File: src/rtl/if_fetch_unit.sv
// Instruction-fetch front end: PC register, instruction-memory address drive,
// redirect handling and the IF/ID pipeline register, with a BOOT/RUN/FAULT FSM.
module if_fetch_unit #(
    parameter logic [31:0] RESET_PC   = 32'h0000_0000,
    parameter int unsigned IMEM_WORDS = 1024,
    parameter logic [31:0] NOP_INSTR  = 32'h0000_0000
) (
    input  logic        clk,
    input  logic        rst_n,
    input  logic        stall,
    input  logic        flush,
    input  logic        redirect_valid,
    input  logic [31:0] redirect_target,
    output logic [31:0] imem_addr,
    input  logic [31:0] imem_instr,
    output logic [31:0] ifid_instr,
    output logic [31:0] ifid_pc,
    output logic [31:0] ifid_pc_plus4,
    output logic        ifid_valid,
    output logic        fetch_fault
);

    localparam logic [31:0] LAST_ADDR = 32'(IMEM_WORDS * 4 - 4);

    typedef enum logic [1:0] {
        S_BOOT  = 2'd0,
        S_RUN   = 2'd1,
        S_FAULT = 2'd2
    } state_e;

    state_e      state_q, state_d;
    logic [31:0] pc_q, pc_d;
    logic [31:0] ifid_instr_q, ifid_instr_d;
    logic [31:0] ifid_pc_q, ifid_pc_d;
    logic [31:0] ifid_pc_plus4_q, ifid_pc_plus4_d;
    logic        ifid_valid_q, ifid_valid_d;
    logic        fetch_fault_q, fetch_fault_d;
    logic [31:0] pc_plus4;

    // Misaligned or past the last word of instruction memory.
    function automatic logic is_bad(input logic [31:0] addr);
        return (addr[1:0] != 2'b00) || (addr > LAST_ADDR);
    endfunction

    // Memory read is combinational, so the address comes straight off the PC flop.
    assign imem_addr     = pc_q;
    assign ifid_instr    = ifid_instr_q;
    assign ifid_pc       = ifid_pc_q;
    assign ifid_pc_plus4 = ifid_pc_plus4_q;
    assign ifid_valid    = ifid_valid_q;
    assign fetch_fault   = fetch_fault_q;

    assign pc_plus4 = pc_q + 32'd4;

    // Next-state, next-PC and next IF/ID contents.
    always_comb begin
        state_d         = state_q;
        pc_d            = pc_q;
        ifid_instr_d    = ifid_instr_q;
        ifid_pc_d       = ifid_pc_q;
        ifid_pc_plus4_d = ifid_pc_plus4_q;
        ifid_valid_d    = ifid_valid_q;

        case (state_q)
            S_BOOT: begin
                ifid_valid_d    = 1'b0;
                ifid_instr_d    = NOP_INSTR;
                ifid_pc_d       = pc_q;
                ifid_pc_plus4_d = pc_plus4;
                state_d         = is_bad(pc_q) ? S_FAULT : S_RUN;
            end
            S_RUN: begin
                if (redirect_valid) begin
                    pc_d            = redirect_target;
                    ifid_valid_d    = 1'b0;
                    ifid_instr_d    = NOP_INSTR;
                    ifid_pc_d       = pc_q;
                    ifid_pc_plus4_d = pc_plus4;
                    if (is_bad(redirect_target)) begin
                        state_d = S_FAULT;
                    end
                end else if (stall) begin
                    // PC holds; flush still turns the held IF/ID entry into a bubble.
                    if (flush) begin
                        ifid_valid_d    = 1'b0;
                        ifid_instr_d    = NOP_INSTR;
                        ifid_pc_d       = pc_q;
                        ifid_pc_plus4_d = pc_plus4;
                    end
                end else begin
                    pc_d = pc_plus4;
                    if (is_bad(pc_plus4)) begin
                        state_d = S_FAULT;
                    end
                    ifid_pc_d       = pc_q;
                    ifid_pc_plus4_d = pc_plus4;
                    if (flush) begin
                        ifid_valid_d = 1'b0;
                        ifid_instr_d = NOP_INSTR;
                    end else begin
                        ifid_valid_d = 1'b1;
                        ifid_instr_d = imem_instr;
                    end
                end
            end
            S_FAULT: begin
                ifid_valid_d    = 1'b0;
                ifid_instr_d    = NOP_INSTR;
                ifid_pc_d       = pc_q;
                ifid_pc_plus4_d = pc_plus4;
                if (redirect_valid) begin
                    pc_d    = redirect_target;
                    state_d = is_bad(redirect_target) ? S_FAULT : S_RUN;
                end
            end
            default: begin
                state_d = S_BOOT;
            end
        endcase

        fetch_fault_d = (state_d == S_FAULT);
    end

    // State, PC and IF/ID registers.
    always_ff @(posedge clk or negedge rst_n) begin
        if (!rst_n) begin
            state_q         <= S_BOOT;
            pc_q            <= RESET_PC;
            ifid_instr_q    <= NOP_INSTR;
            ifid_pc_q       <= 32'd0;
            ifid_pc_plus4_q <= 32'd0;
            ifid_valid_q    <= 1'b0;
            fetch_fault_q   <= 1'b0;
        end else begin
            state_q         <= state_d;
            pc_q            <= pc_d;
            ifid_instr_q    <= ifid_instr_d;
            ifid_pc_q       <= ifid_pc_d;
            ifid_pc_plus4_q <= ifid_pc_plus4_d;
            ifid_valid_q    <= ifid_valid_d;
            fetch_fault_q   <= fetch_fault_d;
        end
    end

endmodule

File: config.mk
export PLATFORM = sky130hd
export DESIGN_NAME = if_fetch_unit
export DESIGN_NICKNAME = d
export VERILOG_FILES = /design/src/rtl/if_fetch_unit.sv
export SDC_FILE = /design/constraint.sdc
export NUM_CORES = 1
export LEC_CHECK = 0
export BUFFER_PORTS_ARGS = -buffer_cell sky130_fd_sc_hd__buf_4
export CAP_MARGIN = 20
export CORE_UTILIZATION = 45
export DETAILED_ROUTE_END_ITERATION = 8
export PLACE_DENSITY = 0.72
export SYNTH_ARGS = -nofsm -noshare
export SYNTH_HDL_FRONTEND = slang
export SYNTH_SLANG_ARGS = --single-unit
File: constraint.sdc
create_clock -name clk -period 2.82 [get_ports clk]
set_input_delay 0.564 -clock clk [delete_from_list [all_inputs] [get_ports clk]]
set_output_delay 0.564 -clock clk [all_outputs]
set_load 0.1 [all_outputs]
* Yosys cells after proc, flatten, opt, wreduce, memory -nomap -nowiden
Index checks and enable logic that the tools add are counted.
Operators by class: $add $sub $neg 1, $lt $le $gt $ge 3, equality and inequality tests 6, mux-type cells 30, reduce and logical (&&, ||, !) cells 12
Operator list (number):
- 2-to-1 mux 32 bit | 13
- one-hot mux 32 bit (2 select lines) | 4
- greater-than comparator 32 x 12 -> 1 bit (second input constant) | 3
- adder 32 x 3 -> 32 bit (second input constant) | 1
- 2-to-1 mux 2 bit | 7
- nonzero test 2 bit | 5
- one-hot mux 2 bit (3 select lines) | 1
- equality test 2 bit (second input constant) | 2
- 2-to-1 mux 1 bit | 4
- != test 4 bit (second input constant) | 1
- logical OR 1 bit | 3
- != test 3 bit (second input constant) | 1
- AND reduction 3 bit | 1
- equality test 2 x 1 -> 1 bit (second input constant) | 1
- logical NOT 2 bit | 1
- != test 2 bit (second input constant) | 1
- one-hot mux 1 bit (2 select lines) | 1
- AND reduction 2 bit | 1
- OR reduction 2 bit | 1
Word-level totals: bits in registers 132, input bits 69, output and inout bits 130, logic and storage cells 59

* Depth between registers and ports, before layout
Gate-level depths: netlist of run 1.
word-level depth 8, depth in mapped cells 9, mapped depth without buffers 8

* Worst setup path after synthesis of run 1
No wires, ideal clock.
path kind register -> register, start reg pc_q[2] (netlist: imem_addr[2]), end reg fetch_fault_q (netlist: fetch_fault), setup time 0.131 ns, arrival 2.983 ns, path slack -0.294 ns, stages on the path, launching flop included 10, path buffers 1, path through dfrtp_1 > ha_1 > buf_2 > inv_1 > or3_4 > nor4_2 > xnor2_1 > nand4_1 > nor4_4 > o31ai_1
On the way: cells in the longest elaborated chain, start to end 8, elaborated cells on any way between the ends 11, those cells by class add/sub (1); order compare (2); eq/ne (1); mux (5); reduce/logical (2)
Ends and longest elaborated chain:
- from (decl) | line 32 | logic [31:0] pc_q, pc_d;
- from (signal assigned) | line 136 | pc_q <= pc_d;
- adder 32 x 3 -> 32 bit | line 53 | assign pc_plus4 = pc_q + 32'd4;
- greater-than comparator 32 x 12 -> 1 bit | line 42 | return (addr[1:0] != 2'b00) || (addr > LAST_ADDR);
- logical OR 1 bit | line 42
- 2-to-1 mux 2 bit | line 92 | if (is_bad(pc_plus4)) begin
- 2-to-1 mux 2 bit | line 82 | end else if (stall) begin
- 2-to-1 mux 2 bit | line 73 | if (redirect_valid) begin
- one-hot mux 2 bit (3 select lines) * | line 64 | case (state_q)
- equality test 2 bit * | line 121 | fetch_fault_d = (state_d == S_FAULT);
- net fetch_fault_d | line 37 | logic fetch_fault_q, fetch_fault_d;
- to (signal assigned) | line 141 | fetch_fault_q <= fetch_fault_d;
- to (decl) | line 37
Mark *: on every way through the listed nets, which the timed path passes. The rest lies on a longest branch. A chain may end at the register's enable or synchronous reset.

* Final worst setup path of run 1
Ends and elaborated chain as after synthesis.

==> metrics, run 1 <==
DRT iter0 DRCs=504; RSZ-0062 raised after global routing=no; Clk Latency, worst-skew pair=0.43 ns; CTS root buffer=clkbuf_16; die width=122 um; # rows=43; Detail Placement HPWL=15.2 mm; Die Area=14900 um2; IO Pins=199; Synth cell types=58; actual slew at the worst max-slew pin=0.534 ns; proportion of layout cells with a drive suffix above 1=34.1%; n_diodes=0; CTS tree=done; most common cell after layout, fill and taps aside=buf_4; max-slew violation count=0; Async SR Flop Fraction=100%; CP Launch Type=register; Top FF cell, synth=dfrtp_1; critical path, cell by cell=ha_1 > inv_1 > or3_4 > nor4_2 > xnor2_1 > nand4_1 > nor4_4 > o31ai_1; hold buffers post-CTS=0; Mapped Cells=711; GPL Wtd Cong=0.934; first-pass GRT wire length=31.5 mm; fin nets=977; Yosys warning total=0; Clock Tree Buf Depth=2; M1 WL=8.53 mm; outcome=finished clean; first-pass iteration count of the detailed router=5; final worst-path cycle share=91.1%; fmax=389 MHz; via count=6141; initial antenna violation count=0; most frequent cells in the layout=buf_4, nand2_1, dfrtp_1; maxcap violations=0; CTS resizes=0; Yosys reg bits=130; vias per cell=5.61; count of final setup violators=0; area grow syn2layout=36.9%; gr ovfl total=0; met2 WL=10.1 mm; top sig layer=met4; CP Data Arrival Time=2.86 ns; CP required=3.11 ns; crit path max fanout=8; Worst-path clk slew=0.06 ns; final hold violations=0; Worst Skew=0.00600 ns; Crit-path slowest cell=or3_4; vias in the first global route=5946; register area share after synthesis=50.2%; CTS Buf Count=17; setup repair bufs after CTS=0; synthesized cell area=6480 um2; Mean Syn Cell Area=9.11 um2; Buf/Inv on CP=1; gr usage total=28.3%; Critical Path End Type=register; DRC viols=0; Final min period=2.57 ns; largest net degree at the start of global routing=58; cell depth of the worst setup path=8; total clock sinks=130; CTS H-Tree Depth=4; fill count=1161; Syn Nets=786; WL final=20.7 mm; critical path class=reg -> reg; setup tns final=0 ns; drt wl/cell=18.9 um; critical path's top delay family=simple AND/OR/NAND/NOR gates; Post-synth EDFFs=0; Chip Height=122 um; Rel. slew slack=64.1%; R2R cell count=8; core area=13900 um2; ANT nets after route=0; Hold/Removal Path Class=in -> async; slowest stage delay, CP=0.44 ns; routed length on met3=1.56 mm; Initial Utilization=46.5%; IO Port Bufs=198
sequential cells by signal, indices dropped and copies added (netlist names):
signal,count
fetch_fault,1
ifid_instr,32
ifid_pc,32
ifid_pc_plus4,30
ifid_valid,1
imem_addr,32
state_q,2
metrics by stage:
stage                     hold slack [ns]  worst slack (ns)  utilization [%]  cell area [um2]  std cells
after global routing                0.126            0.0832             63.6             8870       1095
after floorplan                     0.268            0.0151                -             6490        711
final                              0.0984             0.251             63.6             8870       1095
after detailed placement            0.461             0.273             59.4             8280       1063
after CTS                           0.113             0.241             63.6             8870       1095
after global placement              0.454             0.315             59.4             8280       1063
layer usage:
layer  track usage, %  vias up
li1                 -     2854
met4             11.3        0
met3             7.21       34
met2             46.7      264
met1             35.4     2989
met5                0        -
synthesized netlist by cell type (4+ instances only):
cell / n / share of area (%)
a21oi_1: 43 / 3.3
a22o_1: 33 / 4.5
a31oi_1: 5 / 0.48
and2_1: 4 / 0.39
buf_2: 13 / 1.0
buf_4: 6 / 0.70
clkbuf_1: 42 / 2.4
dfrtp_1: 130 / 50
ha_1: 6 / 1.2
inv_1: 11 / 0.64
mux2i_1: 5 / 0.77
nand2_1: 163 / 9.4
nand3_1: 22 / 1.7
nand4_1: 14 / 1.4
nor2_1: 33 / 1.9
nor3_1: 11 / 0.85
nor4_1: 10 / 0.97
o21ai_0: 62 / 4.8
o22ai_1: 10 / 0.97
or2_2: 5 / 0.48
xnor2_1: 15 / 2.0
xor2_1: 13 / 1.8
kinds of logic after synthesis:
kind of cell    Yosys count  share of synthesized area, %
flops                   130                          50.2
simple gates            286                          21.4
compound gates          177                          17.1
fa+ha+maj                 6                          1.16
mux                       8                          1.35
buf+inv                  76                          5.02
xor+xnor                 28                          3.79
final cells by class:
cell class / instances / area, um2 / area share (%)
timing repair buffer: 236 / 1800 / 20.3
tap: 180 / 225 / 2.54
multi-input combinational: 505 / 2940 / 33.1
clock buffer: 19 / 453 / 5.11
clock inverter: 13 / 134 / 1.51
inverter: 12 / 45.0 / 0.508
sequential: 130 / 3270 / 36.9
final timing paths:
kind / slack, ns / endpoint / from
min in group clk: 0.36 / ifid_instr[2] / imem_instr[2]
setup / recovery: 0.25 / fetch_fault / imem_addr[2]
hold / removal: 0.1 / ifid_instr[27] / rst_n
hold reg to reg: 0.48 / ifid_pc_plus4[29] / ifid_pc_plus4[29]
max in group asynchronous: 1.92 / imem_addr[22] / rst_n
setup reg to reg: 0.25 / fetch_fault / imem_addr[2]
Power of run 1 is not shown: default switching activity piles up to over one toggle a cycle in this logic, so the estimate is an artifact.
==> run 2, diff against run 1 <==
Settings changed: CORE_UTILIZATION 45 to 40, PLACE_DENSITY 0.72 to 0.71.
==> metrics, run 2 (synthesized netlist as in run 1, its figures left out) <==
outcome=finished clean; total clock sinks=130 (unchanged); via count=6043 (-1.6%); CP Data Arrival Time=2.89 ns (+0.03 ns); DRT iter0 DRCs=431 (-14%); critical path class=reg -> reg; Die Area=16700 um2 (+12%); final worst-path cycle share=92.4% (+1.3 points); gr usage total=24.4% (-3.9 points); fin nets=972 (-0.51%); CTS Buf Count=17 (unchanged); RSZ-0062 raised after global routing=no; most used cell, CP=nor4_4; CP required=3.11 ns (about the same); fill count=1430 (+23%); Final min period=2.61 ns (+0.0373 ns); Hold/Removal Path Class=in -> async; max-slew violation count=0 (unchanged); CP Launch Type=register; setup repair bufs after CTS=0 (unchanged); Chip Height=129 um (+6.0%); vias in the first global route=5860 (-1.4%); final hold violations=0 (unchanged); CTS tree=done; placed inst area=8310 um2 (+0.39%); critical path, cell by cell=ha_1 > inv_1 > nor4_4 > nand3_1 > a221oi_1 > nand4_1 > nor4_4 > o41ai_1; setup tns final=0 ns (unchanged); first-pass GRT wire length=31.1 mm (-1.2%); Rel. slew slack=56.0% (-8.0 points); cell area after layout=8920 um2 (+0.58%); drt wl/cell=17.9 um (-5.5%); IO Pins=199 (unchanged); WL final=20.1 mm (-2.9%); slowest stage delay, CP=0.46 ns (+0.02 ns); largest net degree at the start of global routing=70 (+21%); crit path max fanout=8 (unchanged); actual slew at the worst max-slew pin=0.660 ns (+0.125 ns); fmax=384 MHz (-1.4%); count of final setup violators=0 (unchanged); Clk Latency, worst-skew pair=0.42 ns (about the same); core area=15800 um2 (+14%); vias per cell=5.37 (-4.3%); IO Port Bufs=198 (unchanged); hold buffers post-CTS=0 (unchanged); die width=129 um (+6.0%); maxcap violations=0 (unchanged); Crit-path slowest cell=nor4_4; CTS resizes=0 (unchanged); CTS root buffer=clkbuf_16; initial antenna violation count=0 (unchanged); DRC viols=0 (unchanged); Worst-path clk slew=0.06 ns (about the same); # rows=46 (+7.0%); proportion of layout cells with a drive suffix above 1=33.5% (-0.58 points); area grow syn2layout=37.7%; GPL Wtd Cong=0.938 (+0.37%); most frequent cells in the layout=buf_4, nand2_1, dfrtp_1; Worst Skew=0.00583 ns (-0.000179 ns); CTS H-Tree Depth=4 (unchanged); gr ovfl total=0 (unchanged); Critical Path End Type=register; Clock Tree Buf Depth=2 (unchanged); first-pass iteration count of the detailed router=5 (unchanged); ANT nets after route=0 (unchanged); most common cell after layout, fill and taps aside=buf_4; Detail Placement HPWL=14.8 mm (-2.2%); Initial Utilization=40.9% (-5.6 points); n_diodes=0 (unchanged)
-- run 2: area by class of cell --
| cell class | count | area, um2 | share of cell area [%] |
|---|---|---|---|
| inverters | 12 | 45.0 | 0.505 |
| clock buffers | 20 | 447 | 5.01 |
| clock inverters | 12 | 159 | 1.78 |
| repair buffers | 231 | 1790 | 20.0 |
| flip-flops and latches | 130 | 3270 | 36.7 |
| multi-input cells | 505 | 2940 | 32.9 |
| well taps | 216 | 270 | 3.03 |
-- run 2: path summary, 6_finish.rpt --
kind | from | to | slack [ns] | cells after the start
worst max register to register | imem_addr[2] | state_q[1] | 0.21 | 8
min in group clk | imem_instr[6] | ifid_instr[6] | 0.37 | 2
worst min-delay path | rst_n | ifid_pc[5] | 0.16 | 1
worst max-delay path | imem_addr[2] | state_q[1] | 0.21 | 8
max in group asynchronous | rst_n | imem_addr[19] | 1.98 | 2
worst min register to register | ifid_pc[3] | ifid_pc[3] | 0.48 | 2
-- run 2: per-stage QoR --
step	utilization [%]	setup WS, ns	std cells	hold slack [ns]
final	56.3	0.214	1126	0.161
after global routing	56.3	0.0557	1126	0.204
after CTS	56.3	0.278	1126	0.186
after detailed placement	52.5	0.293	1094	0.461
after global placement	52.5	0.329	1094	0.454
after floorplan	-	0.0151	711	0.268
-- run 2: routing by layer --
metal / routed length, um / GRT usage (%)
met1: 8410 / 31.0
met2: 9790 / 40.5
met3: 1520 / 5.95
met4: 402 / 8.86
met5: 0 / 0
-- run 2: worst max-delay path: cells and delay by family (launching register included) --
family / cells / cell delay [ns]
flip-flops: 1 / 0.43
AND/OR/NAND/NOR: 4 / 1.21
AO/OA/AOI/OAI: 2 / 0.51
buffers and inverters: 1 / 0.14
adder cells (fa/ha/maj): 1 / 0.18
Power of run 2 is left out for the same reason.
==> run 3, diff against run 2 <==
Settings changed: BUFFER_PORTS_ARGS -buffer_cell sky130_fd_sc_hd__buf_4 to -buffer_cell sky130_fd_sc_hd__buf_2.
==> metrics, run 3 (synthesized netlist as in run 1, its figures left out) <==
outcome=finished clean; Worst-path clk slew=0.06 ns (about the same); DRC viols=0 (unchanged); CTS H-Tree Depth=4 (unchanged); Clk Latency, worst-skew pair=0.42 ns (about the same); gr ovfl total=0 (unchanged); CTS root buffer=clkbuf_16; crit path from=imem_addr[2]; # rows=46 (unchanged); fin nets=967 (-0.51%); RSZ-0062 raised after global routing=no; vias per cell=5.31 (-1.1%); die width=129 um (unchanged); fmax=381 MHz (-0.59%); setup tns final=0 ns (unchanged); first-pass iteration count of the detailed router=5 (unchanged); register area=3270 um2 (unchanged); gr usage total=23.9% (-0.48 points); proportion of layout cells with a drive suffix above 1=33.3% (-0.22 points); final hold violations=0 (unchanged); Chip Height=129 um (unchanged); CTS tree=done; Die Area=16700 um2 (unchanged); Detail Placement HPWL=14.3 mm (-3.4%); IO Port Bufs=198 (unchanged); CP required=3.12 ns (about the same); vias in the first global route=5633 (-3.9%); reg2reg end=fetch_fault; flop2flop setup slack=0.20 ns (-0.02 ns); critical path class=reg -> reg; Rel. slew slack=54.8% (-1.2 points); Inst Count DP=1089 (-0.46%); Reg2Reg Launch Point=imem_addr[2]; Critical Path End Type=register; IO Pins=199 (unchanged); Hold/Removal Path Class=in -> async; most common cell after layout, fill and taps aside=buf_2; ANT nets after route=0 (unchanged); area grow syn2layout=29.5%; via count=5943 (-1.7%); core area=15800 um2 (unchanged); crit path max fanout=8 (unchanged); CTS resizes=0 (unchanged); DRT iter0 DRCs=465 (+7.9%); Clock Tree Buf Depth=2 (unchanged); Final min period=2.62 ns (+0.0154 ns); total clock sinks=130 (unchanged); CP Data Arrival Time=2.92 ns (+0.03 ns); n_diodes=0 (unchanged); R2R cell count=8 (unchanged); first-pass GRT wire length=30.3 mm (-2.7%); CP Launch Type=register; WL final=19.6 mm (-2.5%); routed length on met3=1.54 mm (+1.5%); drt wl/cell=17.5 um (-2.0%); count of final setup violators=0 (unchanged); M1 WL=8.39 mm (-0.29%); maxcap violations=0 (unchanged); largest net degree at the start of global routing=64 (-8.6%); Worst Skew=0.00803 ns (+0.00220 ns); top sig layer=met4; actual slew at the worst max-slew pin=0.677 ns (+0.0178 ns); most frequent cells in the layout=buf_2, nand2_1, dfrtp_1; GPL Wtd Cong=0.976 (+4.1%); CTS Buf Count=17 (unchanged); hold buffers post-CTS=0 (unchanged); final worst-path cycle share=93.0% (+0.54 points); max-slew violation count=0 (unchanged); fill count=1456 (+1.8%); Final Instance Count excl. Fillers=1120 (-0.53%); initial antenna violation count=0 (unchanged); setup repair bufs after CTS=0 (unchanged); met2 WL=9.27 mm (-5.4%); Initial Utilization=40.9% (unchanged); Multi-input gate area=2940 um2 (unchanged)
[run 3: how the worst max path moves through the flow]
stage	to	slack, ns	cells after the start
6_report	fetch_fault	0.20	8
5_1_grt	fetch_fault	0.04	8
4_1_cts	fetch_fault	0.19	8
3_5_place_dp	fetch_fault	0.21	8
3_3_place_gp	fetch_fault	0.34	8
2_1_floorplan	fetch_fault	0.02	8
[run 3: per-stage QoR]
stage	util [%]	area (um2)	setup WS, ns	hold slack [ns]
6_report	53.0	8380	0.199	0.0426
5_1_grt	53.0	8380	0.0354	0.0601
4_1_cts	53.0	8380	0.194	0.0520
3_5_place_dp	49.2	7780	0.209	0.456
3_3_place_gp	49.2	7780	0.344	0.450
2_1_floorplan	-	6490	0.0151	0.268
[run 3: metal layers]
layer / vias up / global-route usage [%]
met4: 0 / 9.34
met2: 255 / 39.1
met3: 32 / 5.99
li1: 2832 / -
met5: - / 0
met1: 2824 / 30.6
[run 3: final cells by class]
class,count,area share [%]
Clock buffer,18,5.24
Tap cell,216,3.22
Timing Repair Buffer,226,15.0
Inverter,12,0.537
Clock inverter,13,1.94
Multi-Input combinational cell,505,35.0
Sequential cell,130,39.0
[run 3: worst max-delay path, stage by stage, from the launching register on]
cell,delay (ns)
dfrtp_2,0.41
ha_1,0.18
inv_1,0.14
nor3_2,0.55
nand4_1,0.28
xor2_1,0.23
nand4_1,0.18
nor4_4,0.39
o31ai_1,0.13
Power of run 3 is left out for the same reason.
